--- src/rtl/parallel_to_serial_pkg.sv ---
// Shared types and helpers for the parallel-to-serial stream converter.
// The PARALLEL_TO_SERIAL_PARITY_EN build option is handled in the top module.
package parallel_to_serial_pkg;

    typedef enum logic {
        IDLE  = 1'b0,
        SHIFT = 1'b1
    } state_e;

    function automatic int calc_wb(input int max_w);
        return $clog2(max_w + 1);
    endfunction

    // Zero or oversize widths fall back to a full-width word.
    function automatic int clamp_width(input int w, input int max_w);
        return ((w == 0) || (w > max_w)) ? max_w : w;
    endfunction

endpackage

--- src/rtl/parallel_to_serial_stream_if.sv ---
// Word-side and bit-side handshake bundle for parallel_to_serial_stream.
interface parallel_to_serial_stream_if #(
    parameter int MAX_WIDTH = 16,
    parameter int WB        = $clog2(MAX_WIDTH + 1)
) ();
    logic                 in_valid;
    logic                 in_ready;
    logic [MAX_WIDTH-1:0] data;
    logic [WB-1:0]        width;
    logic                 msb_first;
    logic                 out_valid;
    logic                 out_ready;
    logic                 out;
    logic                 out_first;
    logic                 out_last;

    modport master (
        output in_valid, data, width, msb_first, out_ready,
        input  in_ready, out_valid, out, out_first, out_last
    );

    modport slave (
        input  in_valid, data, width, msb_first, out_ready,
        output in_ready, out_valid, out, out_first, out_last
    );
endinterface

--- src/rtl/parallel_to_serial_hold.sv ---
// One-entry skid register for {data, width, msb_first}; write and read may
// coincide in the same cycle, in which case the new word replaces the old.
module parallel_to_serial_hold #(
    parameter int MAX_WIDTH = 16,
    parameter int WB        = 5
) (
    input  logic                 clock,
    input  logic                 reset,
    input  logic                 wr_en,
    input  logic                 rd_en,
    input  logic [MAX_WIDTH-1:0] wr_data,
    input  logic [WB-1:0]        wr_width,
    input  logic                 wr_msb,
    output logic                 valid,
    output logic [MAX_WIDTH-1:0] rd_data,
    output logic [WB-1:0]        rd_width,
    output logic                 rd_msb
);
    logic                 valid_q, valid_d;
    logic [MAX_WIDTH-1:0] data_q, data_d;
    logic [WB-1:0]        width_q, width_d;
    logic                 msb_q, msb_d;

    always_comb begin
        valid_d = valid_q;
        data_d  = data_q;
        width_d = width_q;
        msb_d   = msb_q;
        if (wr_en) begin
            valid_d = 1'b1;
            data_d  = wr_data;
            width_d = wr_width;
            msb_d   = wr_msb;
        end else if (rd_en) begin
            valid_d = 1'b0;
        end
    end

    always_ff @(posedge clock or negedge reset) begin
        if (!reset) begin
            valid_q <= 1'b0;
            data_q  <= '0;
            width_q <= '0;
            msb_q   <= 1'b0;
        end else begin
            valid_q <= valid_d;
            data_q  <= data_d;
            width_q <= width_d;
            msb_q   <= msb_d;
        end
    end

    assign valid    = valid_q;
    assign rd_data  = data_q;
    assign rd_width = width_q;
    assign rd_msb   = msb_q;
endmodule

--- src/rtl/parallel_to_serial_stream.sv ---
// Parallel-to-serial converter: shifter, bit counter and bit select in front
// of a one-word hold buffer. `define PARALLEL_TO_SERIAL_PARITY_EN appends an
// even-parity bit to every word.
//
//   state | meaning
//   IDLE  | no word loaded, out_valid low
//   SHIFT | word loaded, cnt selects the bit currently on out
module parallel_to_serial_stream
    import parallel_to_serial_pkg::*;
#(
    parameter int MAX_WIDTH = 16,
    parameter int WB        = calc_wb(MAX_WIDTH)
) (
    input logic                       clock,
    input logic                       reset,
    parallel_to_serial_stream_if.slave bus
);
    localparam logic [MAX_WIDTH-1:0] ONES = '1;

    state_e               state_q, state_d;
    logic [WB-1:0]        cnt_q, cnt_d;
    logic [MAX_WIDTH-1:0] word_q, word_d;
    logic [WB-1:0]        wid_q, wid_d;
    logic                 msb_q, msb_d;
    logic                 out_valid_q, out_valid_d;
    logic                 out_q, out_d;
    logic                 first_q, first_d;
    logic                 last_q, last_d;

    logic                 hold_valid, hold_wr, hold_rd, hold_msb;
    logic [MAX_WIDTH-1:0] hold_data;
    logic [WB-1:0]        hold_width, in_width, last_idx, last_idx_d, sel_idx;
    logic                 in_ready, in_fire, out_fire, load;
    logic [MAX_WIDTH-1:0] shifted;

    assign in_ready = reset & ~hold_valid;
    assign in_fire  = bus.in_valid & in_ready;
    assign out_fire = out_valid_q & bus.out_ready;
    assign in_width = WB'(clamp_width(int'(bus.width), MAX_WIDTH));

`ifdef PARALLEL_TO_SERIAL_PARITY_EN
    assign last_idx = wid_q;
`else
    assign last_idx = wid_q - WB'(1);
`endif

    assign load = (state_q == IDLE) | (out_fire & (cnt_q == last_idx));

    always_comb begin
        state_d = state_q;
        cnt_d   = cnt_q;
        word_d  = word_q;
        wid_d   = wid_q;
        msb_d   = msb_q;
        hold_rd = 1'b0;
        hold_wr = 1'b0;
        if (load) begin
            cnt_d = '0;
            if (hold_valid) begin
                state_d = SHIFT;
                word_d  = hold_data;
                wid_d   = hold_width;
                msb_d   = hold_msb;
                hold_rd = 1'b1;
                hold_wr = in_fire;
            end else if (in_fire) begin
                state_d = SHIFT;
                word_d  = bus.data;
                wid_d   = in_width;
                msb_d   = bus.msb_first;
            end else begin
                state_d = IDLE;
            end
        end else begin
            hold_wr = in_fire;
            if (out_fire) cnt_d = cnt_q + WB'(1);
        end
    end

    // Output bits are computed from the next shifter contents so they can be registered.
    always_comb begin
        out_valid_d = 1'b0;
        out_d       = 1'b0;
        first_d     = 1'b0;
        last_d      = 1'b0;
        sel_idx     = msb_d ? (wid_d - WB'(1) - cnt_d) : cnt_d;
        shifted     = word_d >> sel_idx;
`ifdef PARALLEL_TO_SERIAL_PARITY_EN
        last_idx_d  = wid_d;
`else
        last_idx_d  = wid_d - WB'(1);
`endif
        if (state_d == SHIFT) begin
            out_valid_d = 1'b1;
            first_d     = (cnt_d == '0);
            last_d      = (cnt_d == last_idx_d);
            out_d       = shifted[0];
`ifdef PARALLEL_TO_SERIAL_PARITY_EN
            if (cnt_d == wid_d) out_d = ^(word_d & ~(ONES << wid_d));
`endif
        end
    end

    always_ff @(posedge clock or negedge reset) begin
        if (!reset) begin
            state_q     <= IDLE;
            cnt_q       <= '0;
            word_q      <= '0;
            wid_q       <= '0;
            msb_q       <= 1'b0;
            out_valid_q <= 1'b0;
            out_q       <= 1'b0;
            first_q     <= 1'b0;
            last_q      <= 1'b0;
        end else begin
            state_q     <= state_d;
            cnt_q       <= cnt_d;
            word_q      <= word_d;
            wid_q       <= wid_d;
            msb_q       <= msb_d;
            out_valid_q <= out_valid_d;
            out_q       <= out_d;
            first_q     <= first_d;
            last_q      <= last_d;
        end
    end

    parallel_to_serial_hold #(
        .MAX_WIDTH (MAX_WIDTH),
        .WB        (WB)
    ) u_hold (
        .clock    (clock),
        .reset    (reset),
        .wr_en    (hold_wr),
        .rd_en    (hold_rd),
        .wr_data  (bus.data),
        .wr_width (in_width),
        .wr_msb   (bus.msb_first),
        .valid    (hold_valid),
        .rd_data  (hold_data),
        .rd_width (hold_width),
        .rd_msb   (hold_msb)
    );

    assign bus.in_ready  = in_ready;
    assign bus.out_valid = out_valid_q;
    assign bus.out       = out_q;
    assign bus.out_first = first_q;
    assign bus.out_last  = last_q;
endmodule

--- src/flat_wrapper.sv ---
// flat-port wrapper written by rule: the top's interface ports become plain ports
module parallel_to_serial_stream_flat import parallel_to_serial_pkg::*;
#(
    parameter int MAX_WIDTH = 16,
    parameter int WB        = calc_wb(MAX_WIDTH)
)
  (clock, reset, bus_in_valid, bus_data, bus_width, bus_msb_first, bus_out_ready, bus_in_ready, bus_out_valid, bus_out, bus_out_first, bus_out_last);
  parallel_to_serial_stream_if #(.MAX_WIDTH(MAX_WIDTH), .WB(WB)) bus_i ();
  input logic clock;
  input logic reset;
  input wire logic [$bits(bus_i.in_valid)-1:0] bus_in_valid;
  input wire logic [$bits(bus_i.data)-1:0] bus_data;
  input wire logic [$bits(bus_i.width)-1:0] bus_width;
  input wire logic [$bits(bus_i.msb_first)-1:0] bus_msb_first;
  input wire logic [$bits(bus_i.out_ready)-1:0] bus_out_ready;
  output wire logic [$bits(bus_i.in_ready)-1:0] bus_in_ready;
  output wire logic [$bits(bus_i.out_valid)-1:0] bus_out_valid;
  output wire logic [$bits(bus_i.out)-1:0] bus_out;
  output wire logic [$bits(bus_i.out_first)-1:0] bus_out_first;
  output wire logic [$bits(bus_i.out_last)-1:0] bus_out_last;
  assign bus_i.in_valid = bus_in_valid;
  assign bus_i.data = bus_data;
  assign bus_i.width = bus_width;
  assign bus_i.msb_first = bus_msb_first;
  assign bus_i.out_ready = bus_out_ready;
  assign bus_in_ready = bus_i.in_ready;
  assign bus_out_valid = bus_i.out_valid;
  assign bus_out = bus_i.out;
  assign bus_out_first = bus_i.out_first;
  assign bus_out_last = bus_i.out_last;
  parallel_to_serial_stream #(.MAX_WIDTH(MAX_WIDTH), .WB(WB)) u_core (.clock(clock), .reset(reset), .bus(bus_i));
endmodule
--- config.mk ---
export PLATFORM = sky130hd
export DESIGN_NAME = parallel_to_serial_stream_flat
export DESIGN_NICKNAME = d
export VERILOG_FILES = /design/src/rtl/parallel_to_serial_pkg.sv /design/src/rtl/parallel_to_serial_stream_if.sv /design/src/rtl/parallel_to_serial_hold.sv /design/src/rtl/parallel_to_serial_stream.sv /design/src/flat_wrapper.sv
export SDC_FILE = /design/constraint.sdc
export NUM_CORES = 1
export LEC_CHECK = 0
export ABC_AREA = 1
export CAP_MARGIN = 0
export CORE_MARGIN = 5
export CORE_UTILIZATION = 30
export CTS_BUF_LIST = sky130_fd_sc_hd__clkbuf_2
export CTS_CLUSTER_DIAMETER = 120
export DETAILED_ROUTE_END_ITERATION = 16
export HOLD_SLACK_MARGIN = 0.03
export MAX_ROUTING_LAYER = met4
export PLACE_DENSITY = 0.53
export SYNTH_ARGS = -nofsm -noshare
export SYNTH_HDL_FRONTEND = slang
export SYNTH_SLANG_ARGS = --single-unit
--- constraint.sdc ---
create_clock -name clock -period 3.6 [get_ports clock]
set_input_delay 0.72 -clock clock [delete_from_list [all_inputs] [get_ports clock]]
set_output_delay 0.72 -clock clock [all_outputs]
set_load 0.005 [all_outputs]
# Word level (Yosys, flattened, before mapping)

Index checks and enable logic that the tools add are counted.

Bits in registers: 55
Bits of input ports: 26
Output and inout bits: 5
Logic and storage cells: 58

Add/subtract/negate cells: 4
Magnitude comparators: 1
Equality and inequality tests: 2
Shifts and indexed selects: 1
Mux-type cells: 26
Bitwise operators: 7
Reduce and logical (&&, ||, !) cells: 4

Operators by type and width:

| operator              | number |
|---|---|
| $mux W16              | 3 |
| $mux W5               | 7 |
| $mux W1               | 16 |
| $shr A16 B5 Y1        | 1 |
| $eq A5 B5 Y1          | 2 |
| $logic_not A5 Y1      | 2 |
| $sub A5 B1 Y5 const B | 2 |
| $add A5 B1 Y5 const B | 1 |
| $gt A5 B5 Y1 const B  | 1 |
| $sub A5 B5 Y5         | 1 |
| $and A1 B1 Y1         | 4 |
| $not A1 Y1            | 2 |
| $reduce_bool A2 Y1    | 1 |
| $logic_or A1 B1 Y1    | 1 |
| $or A1 B1 Y1          | 1 |

# Depth between registers and ports, before layout

Depth after elaboration: 11
Mapped depth: 26
Depth with buffers taken out: 25

# By module

From an unflattened synthesis, not the netlist that was laid out.

Cells, all modules: 490
Area, all modules: 3462.1 um^2

By module, submodules not included:

| module                    | instances | cells each | area each (um^2) |
|---|---|---|---|
| parallel_to_serial_stream | 1         | 393        | 2586.2 |
| parallel_to_serial_hold   | 1         | 97         | 875.8 |

# Worst setup path after synthesis

OpenSTA, ideal clock, no wires.

Kind: register to register
Start: register u_core.wid_q[0]
End: register u_core.out_q, in the netlist u_core.bus.out
Setup time: 0.114 ns
Data arrival time: 3.124 ns
Data required time: 3.486 ns
Setup slack: 0.362 ns
Cell stages (with the launch flop): 23
Buffers on the path: 1
Period minus slack after synthesis: 3.238 ns
Cells stage by stage: dfrtp_1 -> inv_1 -> ha_1 -> inv_1 -> nand2_1 -> nand2_1 -> nand2_1 -> nand2_2 -> nor2_4 -> nand2_4 -> nand2_8 -> buf_6 -> o21ai_2 -> a21boi_0 -> ha_1 -> fa_1 -> xnor2_1 -> o21ai_0 -> inv_1 -> nand3_1 -> nand3_1 -> nand2_1 -> nor2_1

Word-level cells in the longest chain between the ends: 10
Elaborated cells between the ends (all ways): 16
Classes of those cells: add/sub: 3; eq/ne: 1; shift: 1; mux: 9; bitwise: 2

RTL lines:

| what                     | RTL line                         | RTL |
|---|---|---|
| start: declaration       | parallel_to_serial_stream.sv:23  | `logic [WB-1:0] wid_q, wid_d;` |
| start signal: assignment | parallel_to_serial_stream.sv:119 | `wid_q <= wid_d;` |
| $sub A5 B1 Y5            | parallel_to_serial_stream.sv:44  | `assign last_idx = wid_q - WB'(1);` |
| $eq A5 B5 Y1             | parallel_to_serial_stream.sv:47  | `assign load = (state_q == IDLE) \| (out_fire & (cnt_q == last_idx));` |
| $and A1 B1 Y1            | parallel_to_serial_stream.sv:47  |  |
| $or A1 B1 Y1             | parallel_to_serial_stream.sv:47  |  |
| $mux W5                  | parallel_to_serial_stream.sv:57  | `if (load) begin` |
| $sub A5 B1 Y5            | parallel_to_serial_stream.sv:86  | `sel_idx = msb_d ? (wid_d - WB'(1) - cnt_d) : cnt_d;` |
| $sub A5 B5 Y5            | parallel_to_serial_stream.sv:86  |  |
| $mux W5                  | parallel_to_serial_stream.sv:86  |  |
| $shr A16 B5 Y1           | parallel_to_serial_stream.sv:87  | `shifted = word_d >> sel_idx;` |
| $mux W1 *                | parallel_to_serial_stream.sv:93  | `if (state_d == SHIFT) begin` |
| named net u_core.out_d   | parallel_to_serial_stream.sv:26  | `logic out_q, out_d;` |
| end signal: assignment   | parallel_to_serial_stream.sv:122 | `out_q <= out_d;` |
| end: declaration         | parallel_to_serial_stream.sv:26  |  |

Mark *: on every way through the listed nets, which the timed path passes. The rest lies on a longest branch.
A chain may end at the register's enable or synchronous reset.

# Worst setup path in the final report

Start: input port bus_width[3]
End: register u_core.out_q, in the netlist u_core.bus.out

Word-level cells in the longest chain between the ends: 11
Elaborated cells between the ends (all ways): 12
Classes of those cells: add/sub: 2; order compare: 1; shift: 1; mux: 6; reduce/logical: 2

RTL lines:

| what                                                    | RTL line                        | RTL |
|---|---|---|
| start: declaration                                      | flat_wrapper.sv:13              | `input wire logic [$bits(bus_i.width)-1:0] bus_width;` |
| $gt A5 B5 Y1 / $logic_not A5 Y1 (equally long branches) | parallel_to_serial_pkg.sv:16    | `return ((w == 0) \|\| (w > max_w)) ? max_w : w;` |
| $logic_or A1 B1 Y1                                      | parallel_to_serial_pkg.sv:16    |  |
| $mux W5 *                                               | parallel_to_serial_pkg.sv:16    |  |
| $mux W5 *                                               | parallel_to_serial_stream.sv:66 | `end else if (in_fire) begin` |
| $mux W5 *                                               | parallel_to_serial_stream.sv:59 | `if (hold_valid) begin` |
| $mux W5 *                                               | parallel_to_serial_stream.sv:57 |  |
| $sub A5 B1 Y5 *                                         | parallel_to_serial_stream.sv:86 |  |
| $sub A5 B5 Y5 *                                         | parallel_to_serial_stream.sv:86 |  |
| $mux W5 *                                               | parallel_to_serial_stream.sv:86 |  |
| $shr A16 B5 Y1 *                                        | parallel_to_serial_stream.sv:87 |  |
| $mux W1 *                                               | parallel_to_serial_stream.sv:93 |  |
| named net u_core.out_d                                  | parallel_to_serial_stream.sv:26 |  |

Marks and branches as above.

==> reports/results.ini <==
[clock_tree]
clkTransAtPathRegs_ps=280
cts_max_path_buffers=2
holdBufCountCts=0
htree_levels=2
root_buffer=clkbuf_2
cts_tree=yes
cts-buffers-inserted=5
clk_latency_ps=460
cts.sinks=54

[logic_synthesis]
synth_area_leader_cell=dfrtp_1
syn_area_um2=3350
synth_fp_nets=502
synth_top_area_share=0.403
syn_inst=467
synth_edf_count=0
synth-async-reset-ratio=1.00
syn_avg_cell_area_um2=7.17
synth_seq_area_share=0.403
synth-seq-cells=54
yosysWarningCount=0
synth_cell_types=39
post-synth-top-count-cell=nand2_1
synthTopCellsByCount=nand2_1 (168), o21ai_0 (57), dfrtp_1 (54), inv_1 (49), nand3_1 (46)
synthTopCellsByArea=dfrtp_1 (40%), nand2_1 (19%), o21ai_0 (8.5%)
synth_ff_type=dfrtp_1

[grt]
first_global_vias=2961
gr-total-overflow=0
antenna_found_initial=0
track_usage=0.137
grt_max_degree=55
grt_first_pass_wirelength_um=14300

[detailed_routing]
wl_met2_um=3750
finalWirelength_um=8190
first_pass_iters=5
detail-route-antenna-nets=0
wirelength_met1_um=3990
wl_met3_um=384
top_layer=met4
routed_via_density=4.56
drt_iter0_markers=167
drc=0
num_vias=3003
drt-wirelength-per-cell_um=12.4

[layout]
nets=552
diodes=0
syn_to_final_growth_pct=19.0
drive_gt1_frac=0.127

[worst_setup_path]
r2r-start=u_core.wid_q[0]$_DFF_PN0_
critPathTopFamily=adder cells
endpoint=u_core.bus.out$_DFF_PN0_
critPathLaunchType=input port
crit_start=bus_width[3]
worstPathMaxFanout=4
worst_r2r_endpoint=u_core.bus.out$_DFF_PN0_
rrSetupSlack_ps=390
crit_chain=clkdlybuf4s50_1 > inv_1 > nand4_1 > ha_1 > nor2_1 > inv_1 > o21ai_0 > nand2_1 > a21boi_1 > ha_1 > xnor2_1 > ha_1 > nand2_1 > o21ai_1 > xor2_1 > nand2_1 > o21ai_0 > inv_1 > nand3_1 > nand2_1 > nor2_1
cp_num_cells=21
slowest_stage=clkdlybuf4s50_1
path_buf_inv=4
arrival_ps=3690
max_stage_delay_ps=400
cp-end-kind=flop
worstSetupPathType=input port to flop
ff2ff_path_depth=25
crit_path_frequent_cell=nand2_1
worstPathRequired_ps=4010

[die]
io_pins=31
die_x_um=116
design.core.area_um2=10900
die_h_um=116
start_util=0.308
die_area_um2=13400
rows=38

[power]
irDropWorstVdd_uv=388
p_per_area_nw_per_um2=958
power_uw=3820
p_leak_uw=0.00203

[timing]
setup_violations=0
fin_crit_ps=3280
tightest_slew_ps=893
final-max-slew-violation-count=0
setup_tns_ps=0
whs_ps=406
finClkSkew_ps=18.2
slew_headroom=0.404
hold_viol=0
min_period_over_period=0.912
rsz0062_at_grt=false
fmaxAchievable_ghz=0.305

[place]
place_congestion=0.791
port_buffers=30
hpwl_um=6100

[run_status]
status=finished, final reports clean

[flow_run]
maxCapViolCount=0

[hold_path]
min-delay-path-class=input port to async pin

layout make-up:
class	count	area, µm²
inverter	58	221
tap	140	175
clock inverter	2	8.76
multi-input combinational	339	1690
timing repair buffer	59	513
sequential	54	1350
fill	1167	6900
clock buffer	6	30.0
power by group:
group	switching [µW]	leakage (µW)	internal, µW
combinational	1490	0.00132	1040
clock	198	0.0000304	47.8
sequential	163	0.000676	881
total	1850	0.00203	1970
cell families (layout without fill, tap and decap cells):
logic type                 after synthesis  in the layout  share of synthesized area
and+or+nand+nor                        246            246                      0.319
AOI/OAI and AO/OA                       77             77                      0.125
buffers and inverters                   74            125                     0.0986
DFF                                     54             54                      0.403
adders and majority gates                9              9                     0.0358
xor gates and xnor gates                 7              7                     0.0183
registers in the layout, indices dropped and copies added (netlist names), 5 cells and up:
signal / count
u_core.u_hold.rd_width: 5
u_core.wid_q: 5
u_core.cnt_q: 5
u_core.word_q: 16
u_core.u_hold.rd_data: 16
repair_timing:
item | 4_1_cts | 5_1_grt
setup buffers | 0 | 2
gates resized for setup | 0 | 8
setup endpoints to repair | 0 | 1
cell usage in the layout, fill, tap and decap left out, types with 3 or more instances in the layout:
master,count
nand2_2,5
clkdlybuf4s50_1,29
inv_2,8
ha_1,7
xor2_1,4
o21ai_2,3
buf_4,29
dfrtp_1,54
a21oi_1,3
o21ai_0,55
nand3_1,46
xnor2_1,3
inv_1,48
nand2_1,168
nand4_1,3
nor2_1,11
clkbuf_2,6
o21ai_1,6
stage by stage:
stage	utilization	cells	setup WS, ps	instance area (µm²)
after floorplan	-	467	362	3350
after global placement	0.360	648	-114	3920
after detailed placement	0.360	648	-212	3920
after CTS	0.363	656	150	3950
after global routing	0.366	658	10.1	3990
final	0.366	658	316	3990
layer usage:
layer / up-vias / global-route usage
met5: - / -
met4: 0 / 0.0302
met3: 7 / 0.0230
met2: 53 / 0.218
met1: 1345 / 0.185
li1: 1598 / -
worst min-delay path by stage:
| stage | to | from | depth (start not counted) |
|---|---|---|---|
| 2_1_floorplan | u_core.bus.out$_DFF_PN0_ | reset | 0 |
| 3_3_place_gp | u_core.u_hold.rd_msb$_DFFE_PN0P_ | u_core.u_hold.rd_msb$_DFFE_PN0P_ | 2 |
| 3_5_place_dp | u_core.u_hold.rd_msb$_DFFE_PN0P_ | u_core.u_hold.rd_msb$_DFFE_PN0P_ | 2 |
| 4_1_cts | u_core.bus.out_valid$_DFF_PN0_ | reset | 2 |
| 5_1_grt | u_core.u_hold.rd_data[8]$_DFFE_PN0P_ | reset | 2 |
| 6_report | u_core.bus.out_valid$_DFF_PN0_ | reset | 2 |
No activity file was read; power rests on OpenSTA's default activity.
